$ cat src/rtl/control_sequencer.sv
// Control sequencer: a Moore FSM that steps through the fetch phase (T0-T2),
// decodes the opcode class in T3 and runs the per-class execute phase (T4-T7).
// The class is latched in T3 so that later IR changes cannot disturb the
// instruction in flight.
module control_sequencer (
  input  logic        clock,
  input  logic        clear,
  input  logic [31:0] IR_Out,
  output logic        PC_Out,
  output logic        Zlow_Out,
  output logic        MDR_Out,
  output logic        C_Out,
  output logic        MAR_In,
  output logic        PC_In,
  output logic        MDR_In,
  output logic        IR_In,
  output logic        Y_In,
  output logic        Z_In,
  output logic        IncPC,
  output logic        Read,
  output logic        Write,
  output logic        G_RA,
  output logic        G_RB,
  output logic        G_RC,
  output logic        R_In,
  output logic        R_Out,
  output logic        BA_Out,
  output logic [4:0]  ALU_op,
  output logic        Run
);

  typedef enum logic [3:0] {
    S_RST, S_T0, S_T1, S_T2, S_T3, S_T4, S_T5, S_T6, S_T7, S_HALT
  } state_t;

  typedef enum logic [2:0] {
    C_NOP, C_RTYPE, C_IMM, C_LD, C_ST, C_HALT
  } class_t;

  state_t     state_q, state_d;
  class_t     class_q, class_d;
  logic [4:0] alu_q, alu_d;
  class_t     cur_class;
  logic [4:0] opcode;

  // Only the opcode field matters to the sequencer.
  logic unused_ir_fields;
  assign unused_ir_fields = ^IR_Out[26:0];
  assign opcode           = IR_Out[31:27];

  function automatic class_t decode_class(input logic [4:0] op);
    class_t c;
    casez (op)
      5'b00???: c = C_RTYPE;
      5'b01000,
      5'b01001,
      5'b01010: c = C_IMM;
      5'b01011: c = C_LD;
      5'b01100: c = C_ST;
      5'b11011: c = C_HALT;
      default:  c = C_NOP;
    endcase
    return c;
  endfunction

  function automatic logic [4:0] decode_alu(input logic [4:0] op);
    logic [4:0] a;
    casez (op)
      5'b00???: a = {2'b00, op[2:0]};
      5'b01001: a = 5'b00010;
      5'b01010: a = 5'b00011;
      default:  a = 5'b00000;
    endcase
    return a;
  endfunction

  // In T3 the class comes straight from the freshly loaded IR; afterwards
  // the latched copy is used.
  assign cur_class = (state_q == S_T3) ? decode_class(opcode) : class_q;

  // State, latched class and latched ALU operation registers.
  always_ff @(posedge clock) begin
    if (clear) begin
      state_q <= S_RST;
      class_q <= C_NOP;
      alu_q   <= 5'b00000;
    end else begin
      state_q <= state_d;
      class_q <= class_d;
      alu_q   <= alu_d;
    end
  end

  // Next-state logic and T3 capture of the opcode class.
  always_comb begin
    state_d = state_q;
    class_d = class_q;
    alu_d   = alu_q;
    unique case (state_q)
      S_RST: state_d = S_T0;
      S_T0:  state_d = S_T1;
      S_T1:  state_d = S_T2;
      S_T2:  state_d = S_T3;
      S_T3: begin
        class_d = cur_class;
        alu_d   = decode_alu(opcode);
        case (cur_class)
          C_RTYPE, C_IMM, C_LD, C_ST: state_d = S_T4;
          C_HALT:                     state_d = S_HALT;
          default:                    state_d = S_T0;
        endcase
      end
      S_T4: state_d = S_T5;
      S_T5: state_d = (cur_class == C_LD || cur_class == C_ST) ? S_T6 : S_T0;
      S_T6: state_d = S_T7;
      S_T7: state_d = S_T0;
      S_HALT: state_d = S_HALT;
      default: state_d = S_RST;
    endcase
  end

  // Moore output decode from the current state and opcode class.
  always_comb begin
    PC_Out   = 1'b0;
    Zlow_Out = 1'b0;
    MDR_Out  = 1'b0;
    C_Out    = 1'b0;
    MAR_In   = 1'b0;
    PC_In    = 1'b0;
    MDR_In   = 1'b0;
    IR_In    = 1'b0;
    Y_In     = 1'b0;
    Z_In     = 1'b0;
    IncPC    = 1'b0;
    Read     = 1'b0;
    Write    = 1'b0;
    G_RA     = 1'b0;
    G_RB     = 1'b0;
    G_RC     = 1'b0;
    R_In     = 1'b0;
    R_Out    = 1'b0;
    BA_Out   = 1'b0;
    ALU_op   = 5'b00000;
    Run      = (state_q != S_RST) && (state_q != S_HALT);
    unique case (state_q)
      S_T0: begin
        PC_Out = 1'b1;
        MAR_In = 1'b1;
        IncPC  = 1'b1;
        Z_In   = 1'b1;
      end
      S_T1: begin
        Zlow_Out = 1'b1;
        PC_In    = 1'b1;
        Read     = 1'b1;
        MDR_In   = 1'b1;
      end
      S_T2: begin
        MDR_Out = 1'b1;
        IR_In   = 1'b1;
      end
      S_T3: begin
        case (cur_class)
          C_RTYPE, C_IMM: begin
            G_RB  = 1'b1;
            R_Out = 1'b1;
            Y_In  = 1'b1;
          end
          C_LD, C_ST: begin
            G_RB   = 1'b1;
            BA_Out = 1'b1;
            Y_In   = 1'b1;
          end
          default: ;
        endcase
      end
      S_T4: begin
        Z_In   = 1'b1;
        ALU_op = alu_q;
        if (cur_class == C_RTYPE) begin
          G_RC  = 1'b1;
          R_Out = 1'b1;
        end else begin
          C_Out = 1'b1;
        end
      end
      S_T5: begin
        Zlow_Out = 1'b1;
        if (cur_class == C_LD || cur_class == C_ST) begin
          MAR_In = 1'b1;
        end else begin
          G_RA = 1'b1;
          R_In = 1'b1;
        end
      end
      S_T6: begin
        MDR_In = 1'b1;
        if (cur_class == C_LD) begin
          Read = 1'b1;
        end else begin
          G_RA  = 1'b1;
          R_Out = 1'b1;
        end
      end
      S_T7: begin
        if (cur_class == C_LD) begin
          MDR_Out = 1'b1;
          G_RA    = 1'b1;
          R_In    = 1'b1;
        end else begin
          Write = 1'b1;
        end
      end
      default: ;
    endcase
  end

endmodule
$ cat config.mk
export PLATFORM = sky130hd
export DESIGN_NAME = control_sequencer
export DESIGN_NICKNAME = d
export VERILOG_FILES = /design/src/rtl/control_sequencer.sv
export SDC_FILE = /design/constraint.sdc
export NUM_CORES = 1
export LEC_CHECK = 0
export ABC_CLOCK_PERIOD_IN_PS = 2300
export CELL_PAD_IN_SITES_DETAIL_PLACEMENT = 2
export CELL_PAD_IN_SITES_GLOBAL_PLACEMENT = 2
export CORE_MARGIN = 2
export CORE_UTILIZATION = 18
export CTS_BUF_LIST = sky130_fd_sc_hd__clkbuf_4 sky130_fd_sc_hd__clkbuf_8
export CTS_CLUSTER_SIZE = 14
export DETAILED_ROUTE_END_ITERATION = 10
export MAX_ROUTING_LAYER = met4
export PLACE_DENSITY = 0.83
export SLEW_MARGIN = 20
export SYNTH_ARGS = -nofsm -noshare
export SYNTH_HDL_FRONTEND = slang
export SYNTH_SLANG_ARGS = --single-unit
$ cat constraint.sdc
create_clock -name clock -period 2.3 [get_ports clock]
set_input_delay 0.46 -clock clock [delete_from_list [all_inputs] [get_ports clock]]
set_output_delay 0.46 -clock clock [all_outputs]
set_load 0.02 [all_outputs]
==> run metrics <==
count of different cell masters after synthesis 44; DRC viols 0; Leakage 0.746 nW; synthesized area 957 sq um; nets@finish 230; Cell Rows 26; setup TNS -0.538 ns; Boundary Pins 59; Die X 76.9 um; htree depth 1; Initial DRC Count 73; design area 1670 sq um; setup violators final 6; Hold Path Class reg2reg; clk buf depth 2; Pins Over Slew Limit 0; CTS tree done; asr flop ratio synth 0%; flops & latches, synth 10; Buf+Inv Stages, Crit Path 2; FF+latch area 203 sq um; slowest stage cell, crit path or4b_4; clock sink count 10; placed cell area 1520 sq um; largest net degree at the start of global routing 16; Clk Latency, worst-skew pair 0.23 ns; Initial Utilization 18.7%; worst IR drop on VDD 0.192 mV; Die Y 76.9 um; fraction of layout cells with a size suffix above 1 37.4%; number of diodes 0; Final Hold Vio Count 0; max cap viols 0; DIE AREA 5920 sq um; # fillers 606; crit-path cells or4b_4, buf_6, a22o_1, o21ai_2, o2111a_1, buf_6; # port buffers 29; WL final 4150 um; most common flop cell mapped by yosys dfxtp_1; CORE AREA 5110 sq um; register area share after synthesis 20.9%; CTS Hold Bufs 0; run status finished, violations left; Tmin final 2.45 ns; crit path DAT 1.99 ns; dpl hpwl 3130 um; GR Overflow Total 0; most used cell, CP buf_6; WL/cell 15.6 um; initial antenna violation count 0; period utilization 106%; RSZ-0062 raised after global routing true; CP startpoint kind flop; Root Buffer clkbuf_8; CTS buffer count 3; mean area per synthesized cell 6.84 sq um; synthesis-to-finish area growth 74.5%; Top delay family on crit path simple AND/OR/NAND/NOR gates; RD Place Congestion 0.845; Setup WS post-layout -0.146 ns; via count 1257; Worst EP required 1.84 ns; Vias/cell 4.74; GR Util All Layers 14.6%; class of the most critical setup path reg2out; max incr delay on CP 0.62 ns; ANT nets after route 0; CP max FO 5; Synth warnings 0; post-synthesis cell count 140; first-pass iteration count of the detailed router 4; multi-input logic area 767 sq um; Critical Path End Type output pin; failing checks setup timing; Pwr Density 364 nW/um^2; Worst Skew 0.00269 ns; highest clock rate 0.409 GHz; Worst-path clk slew 0.05 ns; EDFF count, synth 0; number of global-route vias before repair 1325; global-route wire length before repair 6960 um
-- cell usage after synthesis (4+ instances only) --
master,instances,area [sq um]
nand2_1,11,41.3
buf_4,4,30.0
dfxtp_1,10,200
nand3b_1,4,30.0
nand2b_1,5,31.3
and3_1,4,25.0
a21oi_1,10,50.1
o21ai_0,4,20.0
nor2b_1,5,31.3
clkbuf_1,6,22.5
nor2_1,20,75.1
nor3_1,7,35.0
inv_1,4,15.0
-- registers in the layout (all words and copies together), names as in the netlist --
name and cells:
alu_q 3, class_q 3, state_q 4
-- worst register-to-register path, cell delays in order (launching register included) --
cell and delay (ns):
dfxtp_1 0.32, buf_4 0.20, nand2b_2 0.27, nor3_2 0.23, buf_4 0.18, and3_1 0.21
a22oi_1 0.11, nor2_1 0.14
-- stage by stage --
step | utilization [%] | total power, mW | hold WS [ns] | std cells | worst slack (ns)
2_1_floorplan | - | 0.284 | 0.432 | 141 | 0.0440
3_3_place_gp | 29.7 | 0.378 | 0.447 | 259 | -0.690
3_5_place_dp | 29.7 | 0.383 | 0.462 | 259 | -0.715
4_1_cts | 31.2 | 0.602 | 0.494 | 264 | -0.178
5_1_grt | 32.7 | 0.639 | 0.508 | 265 | -0.225
6_report | 32.7 | 0.608 | 0.486 | 265 | -0.146
-- power breakdown --
part	leakage [nW]	internal [mW]	switching [mW]
logic	0.635	0.0906	0.116
clock network	0.0288	0.151	0.0697
registers	0.0817	0.178	0.00269
total	0.746	0.420	0.188
-- worst paths after layout --
path / end / slack [ns] / cells past startpoint / from
setup / recovery: G_RA / -0.15 / 6 / state_q[0]
hold / removal: alu_q[0] / 0.49 / 2 / alu_q[0]
setup reg to reg: state_q[3] / 0.56 / 7 / state_q[3]
hold reg to reg: alu_q[0] / 0.49 / 2 / alu_q[0]
-- cell usage in the layout, fill, tap and decap left out, types with 6 or more instances in the layout --
| cell type | instances |
|---|---|
| buf_6 | 6 |
| nor2_1 | 17 |
| dfxtp_1 | 8 |
| buf_4 | 37 |
| a21oi_1 | 9 |
| nor3_1 | 6 |
| dlygate4sd2_1 | 11 |
| nand2_1 | 10 |
-- layout make-up --
type | count | area share (%)
clock buffer | 4 | 3.30
inverter | 4 | 0.899
multi-input combinational | 112 | 45.9
sequential | 10 | 12.1
tap | 70 | 5.24
timing repair buffer | 65 | 32.5
-- routing by layer --
layer / up-vias / share of wire, % / wire length (um) / track usage (%)
met3: 2 / 2.4 / 98 / 1.29
met1: 631 / 46 / 1920 / 19.0
met5: - / 0 / 0 / -
li1: 603 / - / - / -
met2: 21 / 51 / 2110 / 25.5
met4: 0 / 0.39 / 16 / 1.64
-- cell families (layout without fill, tap and decap cells) --
group / Yosys count / count (layout) / synth area share [%]
AO/OA/AOI/OAI: 39 / 39 / 28.0
flip-flops: 10 / 10 / 20.9
buffers and inverters: 19 / 73 / 10.1
AND/OR/NAND/NOR: 68 / 68 / 37.9
XOR/XNOR: 3 / 3 / 2.75
other: 1 / 2 / 0.392
-- timing repair --
item,CTS,global route
setup endpoints to repair,19,13
pin swaps,8,6
buffers inserted,1,1
gates resized for setup,66,29
gates cloned,0,0
No activity file was read; power rests on OpenSTA's default activity.
